===== src/rtl/char_pkg.sv =====
// Shared constants for the character path: page geometry, clear code,
// scheduler state encodings and a saturating counter helper.
package char_pkg;

  localparam int unsigned COLS       = 20;
  localparam int unsigned ROWS       = 7;
  localparam int unsigned PAGE_CHARS = COLS * ROWS;
  localparam logic [7:0]  CLEAR_CODE = 8'hFF;

  localparam int unsigned STATE_W = 2;
  localparam logic [1:0] ST_IDLE  = 2'd0;
  localparam logic [1:0] ST_ISSUE = 2'd1;
  localparam logic [1:0] ST_CLEAR = 2'd2;
  localparam logic [1:0] ST_GAP   = 2'd3;

  localparam logic SRC_A = 1'b0;
  localparam logic SRC_B = 1'b1;

  function automatic logic [7:0] sat_inc(input logic [7:0] cnt, input logic [7:0] limit);
    return (cnt >= limit) ? limit : cnt + 8'd1;
  endfunction

endpackage


===== src/rtl/char_fifo.sv =====
// Synchronous FIFO with first-word-fall-through head; DEPTH must be a power of 2.
module char_fifo #(
  parameter int unsigned DEPTH = 4,
  parameter int unsigned WIDTH = 8,
  localparam int unsigned AW = (DEPTH > 1) ? $clog2(DEPTH) : 1,
  localparam int unsigned CW = $clog2(DEPTH) + 1
) (
  input  logic             clk,
  input  logic             reset_n,
  input  logic             i_push,
  input  logic [WIDTH-1:0] i_data,
  input  logic             i_pop,
  output logic [WIDTH-1:0] o_head_c,
  output logic             o_full_c,
  output logic             o_empty_c,
  output logic [CW-1:0]    o_count
);

  logic [WIDTH-1:0] r_mem [DEPTH];
  logic [AW-1:0]    r_wr_ptr;
  logic [AW-1:0]    r_rd_ptr;
  logic [CW-1:0]    r_count;
  logic             w_do_push;
  logic             w_do_pop;

  assign o_full_c  = (r_count == CW'(DEPTH));
  assign o_empty_c = (r_count == '0);
  assign o_head_c  = r_mem[r_rd_ptr];
  assign o_count   = r_count;
  assign w_do_push = i_push & ~o_full_c;
  assign w_do_pop  = i_pop & ~o_empty_c;

  // Storage needs no reset; only pointers and count define contents.
  always_ff @(posedge clk) begin
    if (w_do_push) r_mem[r_wr_ptr] <= i_data;
  end

  always_ff @(posedge clk) begin
    if (!reset_n) begin
      r_wr_ptr <= '0;
      r_rd_ptr <= '0;
      r_count  <= '0;
    end else begin
      if (w_do_push) r_wr_ptr <= r_wr_ptr + AW'(1);
      if (w_do_pop)  r_rd_ptr <= r_rd_ptr + AW'(1);
      case ({w_do_push, w_do_pop})
        2'b10:   r_count <= r_count + CW'(1);
        2'b01:   r_count <= r_count - CW'(1);
        default: r_count <= r_count;
      endcase
    end
  end

endmodule


===== src/rtl/char_input_scheduler.sv =====
// Round-robin merge of two byte sources into a paced feeder write stream,
// with page tracking and optional clear injection when the page fills.
module char_input_scheduler #(
  parameter int unsigned FIFO_DEPTH = 4,
  parameter int unsigned GAP_CYCLES = 2,
  parameter int unsigned PAGE_CHARS = char_pkg::PAGE_CHARS,
  parameter logic [7:0]  CLEAR_CODE = char_pkg::CLEAR_CODE,
  parameter bit          AUTO_CLEAR = 1'b1
) (
  input  logic       clk,
  input  logic       reset_n,
  input  logic [7:0] a_data,
  input  logic       a_valid,
  output logic       a_ready,
  input  logic [7:0] b_data,
  input  logic       b_valid,
  output logic       b_ready,
  output logic [7:0] feed_data,
  output logic       feed_we,
  output logic [7:0] char_count,
  output logic       page_full,
  output logic       busy
);
  import char_pkg::*;

  localparam int unsigned CW = $clog2(FIFO_DEPTH) + 1;
  localparam int unsigned GW = $clog2(GAP_CYCLES + 2);
  localparam logic [7:0]  PAGE_LIMIT = 8'(PAGE_CHARS);

  logic [STATE_W-1:0] r_state, w_state_nxt;
  logic [GW-1:0]      r_gap_cnt, w_gap_nxt;
  logic               r_last_grant, w_last_grant_nxt;
  logic               r_feed_we, w_feed_we_nxt;
  logic [7:0]         r_feed_data, w_feed_data_nxt;
  logic [7:0]         r_char_count, w_cnt_nxt;
  logic               r_page_full;
  logic               r_busy;

  logic               w_a_ready, w_b_ready;
  logic               w_push, w_pop;
  logic [7:0]         w_push_data;
  logic [7:0]         w_head;
  logic               w_full, w_empty;
  logic [CW-1:0]      w_fifo_cnt, w_fifo_cnt_nxt;

  char_fifo #(.DEPTH(FIFO_DEPTH), .WIDTH(8)) u_fifo (
    .clk       (clk),
    .reset_n   (reset_n),
    .i_push    (w_push),
    .i_data    (w_push_data),
    .i_pop     (w_pop),
    .o_head_c  (w_head),
    .o_full_c  (w_full),
    .o_empty_c (w_empty),
    .o_count   (w_fifo_cnt)
  );

  // Arbiter: favour the source not granted on the last transfer.
  always_comb begin
    w_a_ready = 1'b0;
    w_b_ready = 1'b0;
    if (!w_full) begin
      if (a_valid && b_valid) begin
        if (r_last_grant == SRC_B) w_a_ready = 1'b1;
        else                       w_b_ready = 1'b1;
      end else begin
        w_a_ready = a_valid;
        w_b_ready = b_valid;
      end
    end
  end

  assign w_push      = (a_valid & w_a_ready) | (b_valid & w_b_ready);
  assign w_push_data = w_a_ready ? a_data : b_data;

  always_comb begin
    w_last_grant_nxt = r_last_grant;
    if (a_valid && w_a_ready)      w_last_grant_nxt = SRC_A;
    else if (b_valid && w_b_ready) w_last_grant_nxt = SRC_B;
  end

  // Next-state and registered-output values; the strobe registers on entry to ISSUE/CLEAR.
  always_comb begin
    w_state_nxt     = r_state;
    w_gap_nxt       = r_gap_cnt;
    w_feed_we_nxt   = 1'b0;
    w_feed_data_nxt = r_feed_data;
    w_cnt_nxt       = r_char_count;
    w_pop           = 1'b0;
    case (r_state)
      ST_IDLE: begin
        if (!w_empty) begin
          w_feed_we_nxt = 1'b1;
          if (AUTO_CLEAR && r_page_full) begin
            w_state_nxt     = ST_CLEAR;
            w_feed_data_nxt = CLEAR_CODE;
            w_cnt_nxt       = 8'd0;
          end else begin
            w_state_nxt     = ST_ISSUE;
            w_feed_data_nxt = w_head;
            w_cnt_nxt       = (w_head == CLEAR_CODE) ? 8'd0 : sat_inc(r_char_count, PAGE_LIMIT);
          end
        end
      end
      ST_ISSUE, ST_CLEAR: begin
        w_pop       = (r_state == ST_ISSUE);
        w_gap_nxt   = '0;
        w_state_nxt = (GAP_CYCLES == 0) ? ST_IDLE : ST_GAP;
      end
      ST_GAP: begin
        if (r_gap_cnt + GW'(1) >= GW'(GAP_CYCLES)) w_state_nxt = ST_IDLE;
        else                                      w_gap_nxt   = r_gap_cnt + GW'(1);
      end
      default: w_state_nxt = ST_IDLE;
    endcase
  end

  assign w_fifo_cnt_nxt = w_fifo_cnt + CW'(w_push) - CW'(w_pop);

  always_ff @(posedge clk) begin
    if (!reset_n) begin
      r_state      <= ST_IDLE;
      r_gap_cnt    <= '0;
      r_last_grant <= SRC_B;
      r_feed_we    <= 1'b0;
      r_feed_data  <= 8'd0;
      r_char_count <= 8'd0;
      r_page_full  <= 1'b0;
      r_busy       <= 1'b0;
    end else begin
      r_state      <= w_state_nxt;
      r_gap_cnt    <= w_gap_nxt;
      r_last_grant <= w_last_grant_nxt;
      r_feed_we    <= w_feed_we_nxt;
      r_feed_data  <= w_feed_data_nxt;
      r_char_count <= w_cnt_nxt;
      r_page_full  <= (w_cnt_nxt == PAGE_LIMIT);
      r_busy       <= (w_fifo_cnt_nxt != '0) || (w_state_nxt != ST_IDLE);
    end
  end

  assign a_ready    = w_a_ready;
  assign b_ready    = w_b_ready;
  assign feed_we    = r_feed_we;
  assign feed_data  = r_feed_data;
  assign char_count = r_char_count;
  assign page_full  = r_page_full;
  assign busy       = r_busy;

endmodule


===== config.mk =====
export PLATFORM = sky130hd
export DESIGN_NAME = char_input_scheduler
export DESIGN_NICKNAME = d
export VERILOG_FILES = /design/src/rtl/char_pkg.sv /design/src/rtl/char_fifo.sv /design/src/rtl/char_input_scheduler.sv
export SDC_FILE = /design/constraint.sdc
export NUM_CORES = 1
export LEC_CHECK = 0
export BUFFER_PORTS_ARGS = -buffer_cell sky130_fd_sc_hd__buf_4
export CAP_MARGIN = 20
export CORE_UTILIZATION = 30
export CTS_CLUSTER_DIAMETER = 200
export DETAILED_ROUTE_END_ITERATION = 8
export PLACE_DENSITY_LB_ADDON = 0.25
export SLEW_MARGIN = 20
export SYNTH_ARGS = -nofsm -noshare
export SYNTH_HDL_FRONTEND = slang
export SYNTH_SLANG_ARGS = --single-unit
export TNS_END_PERCENT = 100

===== constraint.sdc =====
create_clock -name clk -period 5.9 [get_ports clk]
set_clock_uncertainty 0.2 [all_clocks]
set_input_delay 1.18 -clock clk [delete_from_list [all_inputs] [get_ports clk]]
set_output_delay 1.18 -clock clk [all_outputs]
set_load 0.1 [all_outputs]

Word level (Yosys, flattened, before mapping):

Memory sizes are Yosys's and may differ from the RTL's. A register that Yosys moved wholly into a read port is not among the register bits.
Index checks and enable logic that the tools add are counted.

* bitwise gates (word level): 7
* order comparisons: 2
* equality and inequality tests: 9
* add/subtract/negate cells: 8
* multiplexer cells: 28
* reduce and logical (&&, ||, !) cells: 15

Operators with widths (number)
* 8-bit two-way mux: 7
* 8-bit equality test (second input constant): 2
* 1-bit two-way mux: 12
* 2-bit two-way mux: 6
* 8-bit by 1-bit adder with 8-bit output (second input constant): 1
* 8-bit >= comparator (second input constant): 1
* 2-bit nonzero test: 4
* 2-bit by 1-bit adder with 2-bit output (second input constant): 3
* 2-bit equality test (second input constant): 3
* 2-bit case mux with 3 select lines: 1
* 3-bit case mux with 2 select lines: 1
* 2-bit AND reduction: 3
* 1-bit bitwise AND: 4
* 2-bit by 1-bit equality test with 1-bit output (second input constant): 2
* 2-bit case mux with 2 select lines: 1
* 3-bit by 1-bit adder with 3-bit output: 1
* 3-bit by 1-bit adder with 3-bit output (second input constant): 1
* 3-bit equality test (second input constant): 1
* 1-bit logical AND: 3
* 3-bit logical NOT: 1
* 3-bit nonzero test: 1
* 3-bit by 1-bit subtractor with 3-bit output: 1
* 3-bit by 1-bit subtractor with 3-bit output (second input constant): 1
* 2-bit >= comparator (second input constant): 1
* 6 further kinds: 7

* word-level logic and storage cells: 81
* register bits after elaboration: 31
* bits of input ports: 20
* RAM bits: 32
* memories kept: 1

Memories
* u_fifo.r_mem: words 4, bits a word 8, rd ports 1, clocked after memory_dff 1, wr ports 1, line char_fifo.sv:19 `logic [WIDTH-1:0] r_mem [DEPTH];`

Longest topological paths before layout:

* depth after elaboration: 9
* mapped depth: 11

Modules after synthesis:

Synthesis repeated with hierarchy kept, for this count alone.

* cell total of the unflattened synthesis: 288
* area, all modules: 3086.7 µm²

Modules (own cells, without submodules)
* char_fifo: instances 1, cells an instance 96, area an instance 1644.1 µm²
* char_input_scheduler: instances 1, cells an instance 192, area an instance 1442.6 µm²

Least setup slack after synthesis:

No wires, ideal clock.

* kind: input-to-output
* start: in b_valid
* end: out a_ready
* path slack: 2351 ps
* cell stages on the path: 3
* buffers on the path: 0
* data required time: 4520 ps
* data arrival time: 2169 ps
* cells stage by stage: nand2b_1 > nand3_1 > inv_1

* longest elaborated chain between the ends: 3

RTL lines
* from (decl): line char_input_scheduler.sv:16 `input logic b_valid,`
* 1-bit logical AND: line char_input_scheduler.sv:63 `if (a_valid && b_valid) begin`
* 1-bit two-way mux: line char_input_scheduler.sv:63
* 1-bit two-way mux: line char_input_scheduler.sv:62 `if (!w_full) begin`
* to (decl): line char_input_scheduler.sv:14 `output logic a_ready,`

No other way between the ends.

Final worst setup path:

Same ends and word-level chain as after synthesis.

==> results.py <==
metrics = {
    "power": {
        "p_leak_nw": 1.38,
        "powerDensity_nw_per_um2": 503,
        "vdd_ir_drop_max_v": 0.000154,
    },
    "global_route": {
        "grt_pass1_wl_mm": 10.2,
        "use_met1_pct": 16.5,
        "overflow": 0,
        "grt_pass1_vias": 2013,
        "grt.total_usage_pct": 12.9,
        "globalRouteMet2Util_pct": 21.2,
        "grt_max_degree": 27,
        "grt_util_met3_pct": 3.28,
        "busiest_layer": "met2",
        "grt_antenna_before_repair": 0,
    },
    "detailed_routing": {
        "num_vias": 2056,
        "avgViaCountPerCell": 4.65,
        "antenna_left": 0,
        "wl_per_cell_um": 13.7,
        "routed_wl_mm": 6.07,
        "drc": 0,
        "dr.pass1.iters": 4,
        "drtIter0Drc": 74,
    },
    "finish": {
        "diodes": 0,
        "final_cell_mix": "40 x buf_4, 33 x dfxtp_1, 32 x edfxtp_1, 24 x nor2_1, 19 x a21oi_1",
        "area.growth.synth_to_final_pct": 20.9,
        "layout_commonest_cell": "buf_4",
        "final_cell_area_um2": 3660,
        "fillers": 977,
        "multi_input_area_um2": 1300,
        "nets": 339,
        "ff_latch_area_um2": 1620,
        "drive_gt1_share_pct": 24.9,
    },
    "worst_setup_path": {
        "crit_path_start_kind": "input pin",
        "r2r_start": "u_fifo.o_count[1]$_SDFFE_PN0P_",
        "critPathArrivalTime_ns": 2.24,
        "path_class": "input pin to primary output",
        "worstPathRequired_ns": 4.52,
        "cp-end-kind": "primary output",
        "cp-startpoint": "b_valid",
        "cp_max_fo": 9,
    },
    "clock_tree": {
        "cts_buffers": 9,
        "cts-htree-levels": 3,
        "cts_buffer_depth": 2,
        "cts_setup_buffers": 0,
        "cts_resized": 0,
        "cts_tree": "built",
        "clk_latency_ns": 0.35,
        "clkTransAtPathRegs_ns": 0.08,
        "hold_buffers": 0,
        "clockRootBuffer": "clkbuf_8",
        "clock-sinks": 65,
    },
    "yosys": {
        "synthCells": 262,
        "synth-seq-cells": 65,
        "yosysTopAreaCell": "edfxtp_1",
        "yosys_warnings": 0,
        "synth_top_area_share_pct": 31.8,
        "synth-edff-count": 32,
        "async_reset_ff_share_pct": 0,
        "synth_cell_types": 49,
        "synth_flop_cell": "dfxtp_1",
        "syn_area_um2": 3030,
        "synth_fp_nets": 297,
        "ys_seq_area_share_pct": 53.6,
        "avgSynthCellArea_um2": 11.5,
        "synth.area.top_cells": "edfxtp_1 32%, dfxtp_1 22%, mux4_2 6.0%, ha_1 5.4%, a21oi_1 3.1%",
    },
    "sta": {
        "slew_viol_final": 0,
        "fin_crit_ns": 3.62,
        "clock.fmax_mhz": 276,
        "tightestPinTransition_ns": 0.905,
        "grt_setup_unrepaired": "false",
        "maxSlewHeadroom_pct": 39.6,
        "finalSetupTns_ns": 0,
        "finalHoldViolations": 0,
        "setup_viol": 0,
        "fin_crit_sh_pct": 61.4,
    },
    "floorplanning": {
        "io_pins": 41,
        "start_util_pct": 31.0,
        "row_count": 36,
        "core_region_area_um2": 9770,
        "die-area_um2": 10500,
        "die_y_um": 102,
        "chipWidth_um": 102,
    },
    "placement": {
        "post_dp_cell_area_um2": 3450,
        "port_buffers": 40,
        "globalplace.congestion": 0.765,
        "dp_hpwl_mm": 4.23,
    },
    "flow_run": {
        "max-cap-violations": 0,
    },
    "min_path": {
        "worstHoldStart": "r_gap_cnt[1]$_SDFFE_PN0P_",
        "hp-class": "flop to flop",
    },
    "status": {
        "outcome": "finished clean",
    },
}
==> stage by stage <==
| stage | hold slack, ns | std cells | utilization [%] | worst slack [ns] | total power, mW |
|---|---|---|---|---|---|
| finish | 0.293 | 442 | 37.4 | 2.28 | 1.84 |
| detailed placement | 0.292 | 426 | 35.3 | 2.15 | 1.46 |
| global placement | 0.265 | 426 | 35.3 | 2.21 | 1.44 |
| floorplan | 0.250 | 262 | - | 2.35 | 1.29 |
| CTS | 0.301 | 442 | 37.4 | 2.23 | 1.86 |
| global route | 0.319 | 442 | 37.4 | 2.16 | 1.97 |
==> layout make-up <==
class	count	share of cell area [%]
Inverter	16	1.64
Tap cell	133	4.55
Sequential cell	65	44.3
Clock buffer	9	3.39
Timing Repair Buffer	40	8.21
Clock inverter	7	2.29
Multi-Input combinational cell	172	35.6
==> worst max-delay path, stage by stage <==
cell	delay (ns)
buf_4	0.12
nand2b_1	0.06
nand3_1	0.39
inv_1	0.18
buf_4	0.31
==> report_power, final <==
group / switching, mW / internal [mW] / leakage [nW]
registers: 0.0685 / 0.589 / 0.567
logic: 0.550 / 0.233 / 0.709
clock network: 0.196 / 0.203 / 0.103
total: 0.815 / 1.02 / 1.38
==> Yosys cell counts (2+ instances only) <==
library cell  count
a21o_1            2
a21oi_1          19
and2_1            5
and3_1            2
clkbuf_1          7
dfxtp_1          33
edfxtp_1         32
fa_1              2
ha_1             13
inv_1            16
mux2_2            8
mux4_2            8
nand2_1          13
nand3_1           6
nand4_1           2
nand4_2           2
nor2_1           24
nor2b_1           6
nor3_1            2
nor4_1            2
o21a_1            2
o21ai_0          14
o21ai_1           3
o31a_1            3
or2_1             2
or3_1             5
xnor2_1           5
xor2_1            3
==> final timing paths <==
check	end	slack, ns	cells past startpoint
hold / removal	r_gap_cnt[1]$_SDFFE_PN0P_	0.29	2
hold reg to reg	r_gap_cnt[1]$_SDFFE_PN0P_	0.29	2
setup / recovery	a_ready	2.28	5
setup reg to reg	busy$_SDFF_PN0_	2.86	11
==> logic make-up after synthesis <==
group | count (synthesis) | synth area share (%)
compound gates | 55 | 11.4
xor+xnor | 8 | 2.32
fa+ha+maj | 15 | 6.70
buf+inv | 25 | 3.39
flops | 65 | 53.6
mux | 17 | 9.26
simple gates | 77 | 13.3
==> flip-flops by register name (all words and copies together) (netlist names), named ones only <==
name and count:
char_count 8, u_fifo.r_mem 32, r_gap_cnt 2, busy 1
feed_we 1, feed_data 8, r_last_grant 1, u_fifo.o_count 3
page_full 1, u_fifo.r_rd_ptr 2, u_fifo.r_wr_ptr 2, r_state 2
==> metal layers <==
layer  vias to the layer above  part of all wire (%)
li1                       1031                     -
met1                       969                    46
met2                        48                    49
met3                         8                   3.6
met4                         0                   1.1
met5                         -                     0
No activity file was read; power rests on OpenSTA's default activity.
